**config.mk**
```make
export PLATFORM = sky130hd
export DESIGN_NAME = vga_timing_gen
export DESIGN_NICKNAME = d
export VERILOG_FILES = /design/src/rtl/vga_timing_gen.sv
export SDC_FILE = /design/constraint.sdc
export NUM_CORES = 1
export LEC_CHECK = 0
export ABC_AREA = 1
export CAP_MARGIN = 25
export CORE_MARGIN = 2
export CORE_UTILIZATION = 55
export DETAILED_ROUTE_END_ITERATION = 6
export DONT_BUFFER_PORTS = 1
export PLACE_DENSITY = 0.84
export SLEW_MARGIN = 20
export SYNTH_ARGS = -nofsm -noshare
export SYNTH_HDL_FRONTEND = slang
export SYNTH_SLANG_ARGS = --single-unit
```
**constraint.sdc**
```tcl
create_clock -name clk_i -period 2.1 [get_ports clk_i]
set_clock_uncertainty 0.2 [all_clocks]
set_input_delay 0.21 -clock clk_i [delete_from_list [all_inputs] [get_ports clk_i]]
set_output_delay 0.21 -clock clk_i [all_outputs]
set_load 0.01 [all_outputs]
```
**src/rtl/vga_timing_gen.sv**
```systemverilog
// vga_timing_gen: parametrised video timing generator; VGA_FRAME_CNT_EN adds an 8-bit frame counter
module vga_timing_gen #(
  parameter int   H_ACTIVE = 640,
  parameter int   H_FP     = 16,
  parameter int   H_SYNC   = 96,
  parameter int   H_BP     = 48,
  parameter int   V_ACTIVE = 480,
  parameter int   V_FP     = 10,
  parameter int   V_SYNC   = 2,
  parameter int   V_BP     = 33,
  parameter int   CNT_W    = 10,
  parameter logic HS_POL   = 1'b0,
  parameter logic VS_POL   = 1'b0
) (
  input  logic             clk_i,
  input  logic             rst_i,
  input  logic             pix_ena_i,
  output logic             hs_o,
  output logic             vs_o,
  output logic             d_ena_o,
  output logic [CNT_W-1:0] x_o,
  output logic [CNT_W-1:0] y_o,
  output logic             sol_o,
  output logic             sof_o
`ifdef VGA_FRAME_CNT_EN
  ,
  output logic [7:0]       frame_cnt_o
`endif
);
  localparam int HMAX = H_ACTIVE + H_FP + H_SYNC + H_BP;
  localparam int VMAX = V_ACTIVE + V_FP + V_SYNC + V_BP;
  localparam logic [CNT_W-1:0] H_LAST = CNT_W'(HMAX - 1);
  localparam logic [CNT_W-1:0] H_FP_S = CNT_W'(H_ACTIVE);
  localparam logic [CNT_W-1:0] H_SY_S = CNT_W'(H_ACTIVE + H_FP);
  localparam logic [CNT_W-1:0] H_BP_S = CNT_W'(H_ACTIVE + H_FP + H_SYNC);
  localparam logic [CNT_W-1:0] V_LAST = CNT_W'(VMAX - 1);
  localparam logic [CNT_W-1:0] V_FP_S = CNT_W'(V_ACTIVE);
  localparam logic [CNT_W-1:0] V_SY_S = CNT_W'(V_ACTIVE + V_FP);
  localparam logic [CNT_W-1:0] V_BP_S = CNT_W'(V_ACTIVE + V_FP + V_SYNC);

  if (H_FP < 1 || H_SYNC < 1 || H_BP < 1 || V_FP < 1 || V_SYNC < 1 || V_BP < 1)
    $error("vga_timing_gen: porch and sync widths must be non-zero");
  if (HMAX > (1 << CNT_W) || VMAX > (1 << CNT_W))
    $error("vga_timing_gen: CNT_W too narrow for the line or frame total");

  typedef enum logic [1:0] {ACTIVE, FP, SYNC, BP} phase_t;

  phase_t           h_st, v_st, h_nx, v_nx;
  logic [CNT_W-1:0] nx, ny;
  logic             x_wrap, y_wrap;

  // next position and phases; all outputs are decoded from these so they stay aligned with x_o/y_o
  always_comb begin
    x_wrap = x_o == H_LAST;
    y_wrap = y_o == V_LAST;
    nx     = x_wrap ? '0 : x_o + CNT_W'(1);
    ny     = x_wrap ? (y_wrap ? '0 : y_o + CNT_W'(1)) : y_o;
    h_nx   = (h_st == ACTIVE && nx == H_FP_S) ? FP :
             (h_st == FP     && nx == H_SY_S) ? SYNC :
             (h_st == SYNC   && nx == H_BP_S) ? BP :
             (h_st == BP     && nx == '0)     ? ACTIVE : h_st;
    v_nx   = !x_wrap ? v_st :
             (v_st == ACTIVE && ny == V_FP_S) ? FP :
             (v_st == FP     && ny == V_SY_S) ? SYNC :
             (v_st == SYNC   && ny == V_BP_S) ? BP :
             (v_st == BP     && ny == '0)     ? ACTIVE : v_st;
  end

  // counters, phase registers and registered outputs; everything holds without a pixel tick
  always_ff @(posedge clk_i) begin
    if (rst_i) begin
      x_o     <= '0;
      y_o     <= '0;
      h_st    <= ACTIVE;
      v_st    <= ACTIVE;
      hs_o    <= ~HS_POL;
      vs_o    <= ~VS_POL;
      d_ena_o <= 1'b1;
      sol_o   <= 1'b0;
      sof_o   <= 1'b0;
    end else begin
      sol_o <= pix_ena_i && x_wrap;
      sof_o <= pix_ena_i && x_wrap && y_wrap;
      if (pix_ena_i) begin
        x_o     <= nx;
        y_o     <= ny;
        h_st    <= h_nx;
        v_st    <= v_nx;
        hs_o    <= (h_nx == SYNC) ? HS_POL : ~HS_POL;
        vs_o    <= (v_nx == SYNC) ? VS_POL : ~VS_POL;
        d_ena_o <= (h_nx == ACTIVE) && (v_nx == ACTIVE);
      end
    end
  end

`ifdef VGA_FRAME_CNT_EN
  // frame counter advances together with the start-of-frame strobe
  always_ff @(posedge clk_i) begin
    if (rst_i)
      frame_cnt_o <= '0;
    else if (pix_ena_i && x_wrap && y_wrap)
      frame_cnt_o <= frame_cnt_o + 8'd1;
  end
`endif
endmodule

```
==> results_dict.tcl, run 1 <==
set metrics [dict create \
    portBuffers 0 \
    hold_buffers 9 \
    cts_sinks 29 \
    worstPathMaxFanout 8 \
    fin_crit_sh 1.27 \
    nFillCells 124 \
    initial_core_util 0.576 \
    firstDrtPassIters 7 \
    final_cells 448 \
    core-area_mm2 0.00336 \
    fp.dieH_um 63.4 \
    cts_buffers 5 \
    finalHoldViolations 12 \
    synth_area_leaders "dfxtp_1 (30%), nand2_1 (16%), inv_1 (7.6%), nand3_1 (7.2%), o21ai_0 (6.7%)" \
    cellLeakagePower_nw 1.47 \
    endpoint_kind "register" \
    rows 21 \
    routed-via-count 2996 \
    synthAdderAreaFrac 0.0258 \
    syn_nets 318 \
    h-tree-depth 2 \
    grt_pass1_vias 2554 \
    netlist_instances 311 \
    synth_compound_area_frac 0.141 \
    grt_pass1_wl_um 12200 \
    cts_buffer_depth 2 \
    drive_gt1_frac 0.455 \
    status "complete, but fails checks" \
    hold_class "in -> reg" \
    finalCriticalPeriod_ns 2.67 \
    max_slew_margin 0.517 \
    diodes 0 \
    ys_types 32 \
    finalWirelength_um 10100 \
    place_congestion 1.00 \
    cpMostUsedCell "nand2_1" \
    synth_top_family_by_area "simple AND/OR/NAND/NOR gates" \
    yosys.area_share.simple 0.416 \
    area_growth_pct 60.6 \
    grt_max_degree 33 \
    via_per_inst 6.69 \
    cp.required_ns 2.14 \
    synth_xor_area_frac 0.00904 \
    grt_util_all_layers 0.390 \
    violations "DRC, hold timing, setup timing" \
    holdWs_ns -0.307 \
    fin_util 0.925 \
    place_ws_ns -0.319 \
    worstPathCellList "nand2_1 -> nor2_1 -> nand3_4 -> nand3b_1 -> nand2_4 -> nor2_4 -> nand2_1 -> nor2_1 -> nand2_1 -> nand2_1 -> nand2_1 -> nand2_1 -> nand2_1 -> nand2_2 -> nand2_1 -> nand2_1 -> nand2_1" \
    nets 408 \
    cpPeakStageDelay_ns 0.45 \
    rr_worst_depth 17 \
    hold_depth 1 \
    crit_type "reg -> reg" \
    layout_common_cells "buf_4 (75), nand2_1 (60), inv_1 (32), nand2_2 (24), nor2_1 (22)" \
    cts_root_buffer "clkbuf_4" \
    finalSetupViolCount 12 \
    start_kind "register" \
    grt_setup_unrepaired "true" \
    ys_ff_latch 29 \
    grt_overflow_total 0 \
    crit_slowest_cell "dfxtp_1" \
    placedCellCount 412 \
    clkTransAtPathRegs_ns 0.13 \
    cts_tree "yes" \
    setup_slack_ns -0.568 \
    yosys_warnings 0 \
    drt_iter0_drc 506 \
    fmax_ghz 0.375 \
    dp_hpwl_um 4210 \
    die_w_um 63.4 \
    clk_latency_ns 0.39 \
    remaining_drc_errors 10 \
    synthMuxAreaShare 0 \
    ioPinCount 28 \
    antenna_found_initial 0 \
    seq_area_frac_synth 0.300 \
    yosysTopAreaCell "dfxtp_1" \
    crit_arrival_ns 2.71 \
    synth.top_cell.area_share 0.300 \
    drv_cap 0 \
    worstMarginPinSlew_ns 0.723 \
    mostFrequentLayoutCell "buf_4" \
    syn-cell-area_mm2 0.00194 \
    syn_avg_cell_area_um2 6.23 \
    power_density_mw_per_mm2 500 \
    ant_nets 0 \
    dieArea_mm2 0.00401 \
    wl_per_cell_um 22.5 \
    finalMaxSlewViolations 0 \
    ir_drop_mv 0.594 \
]
[through the flow]
stage | TNS, ns | power [mW] | cell area, µm²
2_1_floorplan | -0.0776 | 0.775 | 1980
3_3_place_gp | -0.541 | 0.887 | 2470
3_5_place_dp | -1.16 | 0.897 | 2470
4_1_cts | -0.822 | 1.43 | 2840
5_1_grt | -4.31 | 1.58 | 3110
6_report | -3.78 | 1.55 | 3110
[cells in the mapped netlist (all sizes together)]
| cell type | count |
|---|---|
| nand3 | 30 |
| inv | 41 |
| ha | 4 |
| nand2 | 86 |
| nor2b | 1 |
| a21oi | 23 |
| nor2 | 31 |
| xor2 | 2 |
| o21ai | 26 |
| dfxtp | 29 |
| or2 | 2 |
| nand3b | 3 |
| o211ai | 1 |
| a41oi | 1 |
| buf | 3 |
| nand4 | 8 |
| nand2b | 1 |
| nor3 | 9 |
| clkbuf | 7 |
| a211oi | 1 |
| nor4 | 2 |
[state kept, by name, indices dropped and copies added, names as in the netlist]
name and flops:
sof_o 1, d_ena_o 1, h_st 2, v_st 2
x_o 10, hs_o 1, y_o 10, vs_o 1
sol_o 1
[path summary, 6_finish.rpt]
| kind | to | from | slack (ns) |
|---|---|---|---|
| max reg2reg | vs_o$_SDFFE_PP1P_ | y_o[2]$_SDFFE_PP0P_ | -0.57 |
| max | vs_o$_SDFFE_PP1P_ | y_o[2]$_SDFFE_PP0P_ | -0.57 |
| min | x_o[5]$_SDFFE_PP0P_ | pix_ena_i | -0.31 |
| min reg2reg | hs_o$_SDFFE_PP1P_ | hs_o$_SDFFE_PP1P_ | 0.34 |
[metal layers]
layer	track usage	up-vias	wire [µm]
li1	-	1193	-
met1	0.439	1335	3240
met2	0.649	328	4500
met3	0.105	140	1310
met4	0.247	0	1040
met5	0	-	0
[worst max-delay path: cells and delay by family, from the launching register on]
family	cells	cell delay, ns
simple gates	17	1.88
flops	1	0.45
[report_power, final]
group	internal [mW]	switching (mW)	total, mW
Clock	0.284	0.238	0.522
Sequential	0.580	0.0416	0.621
Combinational	0.173	0.238	0.412
[final cells by class]
type	count	area (µm²)	area share
clock inverter	1	30.0	0.00965
tap	46	57.6	0.0185
multi-input combinational	231	1440	0.464
inverter	41	166	0.0535
sequential	29	601	0.193
timing repair buffer	92	753	0.242
clock buffer	7	55.1	0.0177
timing repair inverter	1	6.26	0.00201
[timing repair]
item / 4_1_cts / 5_1_grt
endpoints found under the setup margin: 7 / 14
hold endpoints to repair: 29 / 12
buffers inserted: 10 / 9
pin swaps: 19 / 26
resized for setup: 42 / 58
gates cloned: 0 / 1
[kinds of logic (layout without fill, tap and decap cells)]
group | after synthesis | after routing
compound gates | 52 | 52
xor+xnor | 2 | 2
buf+inv | 51 | 142
fa+ha+maj | 4 | 4
flops | 29 | 29
simple gates | 173 | 173
Note: power is estimated with default switching activity, not from simulation.
==> run 2: changes to the inputs <==
CAP_MARGIN = 10   (was 25)
HOLD_SLACK_MARGIN = 0.03   (was not set)
SLEW_MARGIN = 10   (was 20)
==> run 2 against run 1 <==
  * The run now fails in 5_1_grt
  * Synthesized area unchanged
  * Synthesized cell count unchanged
==> results_dict.tcl, run 2 <==
set metrics [dict create \
    grt_util_all_layers 0.677 \
    synth_enable_flop_cells 0 \
    yosys_warnings 0 \
    dp_hpwl_um 4210 \
    die_w_um 63.4 \
    error "[ERROR GRT-0232] Routing congestion too high. Check the congestion heatmap in the GUI." \
    place_congestion 1.00 \
    synthMuxAreaShare 0 \
    cts_sinks 29 \
    synth_common_cells "nand2_1 (85), inv_1 (39), dfxtp_1 (29), nor2_1 (29), nand3_1 (28)" \
    synth_area_leaders "dfxtp_1 (30%), nand2_1 (16%), inv_1 (7.6%), nand3_1 (7.2%), o21ai_0 (6.7%)" \
    seq_area_frac_synth 0.300 \
    fp.dieH_um 63.4 \
    initial_core_util 0.576 \
    synthMostInstantiatedCell "nand2_1" \
    syn_nets 318 \
    yosys.area_share.simple 0.416 \
    worst_endpoint "d_ena_o$_SDFFE_PP1P_/D" \
    synth.top_cell.area_share 0.300 \
    worst_endpoint_kind "register data pin" \
    h-tree-depth 2 \
    cts_buffer_depth 2 \
    netlist_instances 311 \
    synth_top_family_by_area "simple AND/OR/NAND/NOR gates" \
    place_area_mm2 0.00247 \
    synth_xor_area_frac 0.00904 \
    syn_avg_cell_area_um2 6.23 \
    yosysTopAreaCell "dfxtp_1" \
    placedCellCount 412 \
    rows 21 \
    synth_compound_area_frac 0.141 \
    synthAdderAreaFrac 0.0258 \
    ys_ff_latch 29 \
    lastStage "5_1_grt" \
    status "stopped before the end" \
    syn-cell-area_mm2 0.00194 \
    async_flop_share 0 \
    synth_flop_cell "dfxtp_1" \
    ioPinCount 28 \
    grt_overflow_total 10 \
    grt_max_degree 33 \
    cts_buffers 5 \
    portBuffers 0 \
    ys_types 32 \
    cts_root_buffer "clkbuf_4" \
]
[run 2: stage by stage]
stage | util | worst slack (ns) | TNS (ns)
after global placement | 0.734 | -0.181 | -0.541
after floorplan | - | -0.0624 | -0.0776
after CTS | 0.861 | -0.208 | -0.806
after detailed placement | 0.734 | -0.319 | -1.16
[run 2: cell families after synthesis]
logic type      after synthesis
xor+xnor                      2
fa+ha+maj                     4
simple gates                173
compound gates               52
buf+inv                      51
flops                        29
[run 2: what timing repair did]
item	CTS
setup buffers	10
pin swaps	19
setup endpoints to repair	7
hold endpoints to repair	29
resized for setup	42
hold buffers	15
[run 2: routing by layer]
metal  global-route usage  overflow
met1                0.704         0
met2                0.886         3
met3                0.434         1
met4                0.666         6
met5               0.0972         0
==> run 3: changes to the inputs <==
CORE_UTILIZATION = 40   (was 55)
HOLD_SLACK_MARGIN = not set   (was 0.03)
PLACE_DENSITY = not set   (was 0.84)
PLACE_DENSITY_LB_ADDON = 0.15   (was not set)
clock period = 2.7 ns   (was 2.1 ns; I/O delays follow)
==> run 3 against run 2 <==
  * The flow now finishes without violations
==> results_dict.tcl, run 3 (synthesized netlist as in run 1, its figures left out) <==
set metrics [dict create \
    r2r_slack_ns 0.29 \
    rows 25 \
    grt_pass1_vias 1822 \
    layout_common_cells "nand2_1 (85), inv_1 (39), nor2_1 (28), nand3_1 (27)" \
    worstPathMaxFanout 17 \
    grt_setup_unrepaired "false" \
    power_density_mw_per_mm2 480 \
    fp.dieH_um 73.6 \
    finalWirelength_um 5010 \
    grt_util_all_layers 0.200 \
    top_regs "x_o (10), y_o (10)" \
    initial_core_util 0.413 \
    cts_buffer_depth 2 \
    wl_per_cell_um 13.4 \
    nets 327 \
    critPathCapture "vs_o$_SDFFE_PP1P_" \
    clkTransAtPathRegs_ns 0.06 \
    die_w_um 73.6 \
    cellLeakagePower_nw 1.06 \
    antenna_found_initial 0 \
    fin_crit_sh 0.894 \
    post_cts_buffers 0 \
    crit_type "reg -> reg" \
    reg2reg_from "x_o[0]$_SDFFE_PP0P_" \
    drt_iter0_drc 112 \
    diodes 0 \
    clk_latency_ns 0.28 \
    cts_buffers 5 \
    crit_arrival_ns 2.37 \
    cts_root_buffer "clkbuf_8" \
    finalMaxSlewViolations 0 \
    cp.required_ns 2.66 \
    drive_gt1_frac 0.112 \
    finalHoldViolations 0 \
    dieArea_mm2 0.00542 \
    finalPower_mw 1.04 \
    worstMarginPinSlew_ns 0.910 \
    fin_util 0.463 \
    endpoint_kind "register" \
    status "complete, no violations" \
    portBuffers 0 \
    grt_max_degree 30 \
    ioPinCount 28 \
    dp_hpwl_um 3580 \
    h-tree-depth 2 \
    start_kind "register" \
    final_cells 375 \
    holdWs_ns 0.00716 \
    finalCriticalPeriod_ns 2.41 \
    placedCellCount 365 \
    rr_worst_depth 17 \
    grt_overflow_total 0 \
    via_per_inst 5.19 \
    startpoint "x_o[0]$_SDFFE_PP0P_" \
    place_congestion 0.832 \
    core-area_mm2 0.00469 \
    remaining_drc_errors 0 \
    grt_pass1_wl_um 8420 \
    r2r_end "vs_o$_SDFFE_PP1P_" \
    finalSetupViolCount 0 \
    firstDrtPassIters 4 \
    routed-via-count 1946 \
    drv_cap 0 \
    ir_drop_mv 0.223 \
    timing.setup.tns_ns 0 \
    max_slew_margin 0.391 \
    mostFrequentLayoutCell "nand2_1" \
    ant_nets 0 \
    area_growth_pct 12.1 \
    fmax_ghz 0.414 \
    cts_tree "yes" \
    cts_sinks 29 \
    hold_class "in -> reg" \
]
run 3: worst min path at each step:
stage / cells after the start / from / end / slack [ns]
after floorplan: 3 / rst_i / y_o[0]$_SDFFE_PP0P_ / 0.23
after global placement: 1 / rst_i / h_st[1]$_SDFFE_PP0P_ / 0.15
after detailed placement: 1 / rst_i / h_st[1]$_SDFFE_PP0P_ / 0.15
after CTS: 2 / pix_ena_i / x_o[0]$_SDFFE_PP0P_ / 0.005
after global routing: 2 / pix_ena_i / x_o[0]$_SDFFE_PP0P_ / 0.02
final: 2 / pix_ena_i / x_o[0]$_SDFFE_PP0P_ / 0.007
run 3: critical path: stages, from the launching register on:
cell and delay, ns:
dfxtp_1 0.33, ha_1 0.24, nand4_4 0.18, nor2_8 0.18, buf_12 0.15, nand2_1 0.05, nand2_1 0.06, nand2_1 0.06
inv_1 0.07, nand3_1 0.12, nor2_4 0.14, nand2_1 0.07, nand2_1 0.06, nand2_1 0.07, a21oi_2 0.14, nand2_1 0.07
nand2_1 0.06, nand2_1 0.04
run 3: report_power, final:
group          total [mW]  internal, mW  switching, mW
logic               0.156        0.0539          0.102
registers           0.484         0.452         0.0328
clock network       0.402         0.230          0.172
total                1.04         0.736          0.306
run 3: through the flow:
stage	worst slack, ns	instance area, µm²
floorplan	0.324	1940
finish	0.287	2170
global route	0.0352	2170
detailed placement	0.171	2040
global placement	0.163	2040
CTS	0.174	2160
run 3: per-layer routing:
| metal | GRT usage | vias up | wire [µm] |
|---|---|---|---|
| met1 | 0.259 | 865 | 2430 |
| met3 | 0.0480 | 5 | 242 |
| li1 | - | 1033 | - |
| met5 | 0 | - | 0 |
| met4 | 0.0687 | 0 | 57 |
| met2 | 0.324 | 43 | 2280 |
run 3: cell type report:
class | count | area, µm²
fill | 499 | 2520
multi-input combinational | 231 | 1150
sequential | 29 | 584
inverter | 41 | 156
timing repair buffer | 12 | 108
clock buffer | 7 | 96.3
tap | 54 | 67.6
clock inverter | 1 | 5.00
run 3: timing repair:
| action | in CTS | in global routing |
|---|---|---|
| gates resized for setup | 0 | 5 |
| endpoints found under the hold margin | 29 | 0 |
| endpoints found under the setup margin | 0 | 5 |
| hold buffers | 2 | 0 |
==> run 4: changes to the inputs <==
GPL_ROUTABILITY_DRIVEN = 0   (was not set)
==> results of run 4 <==
Same layout as run 3: the final DEF is identical, and so are final timing and power.
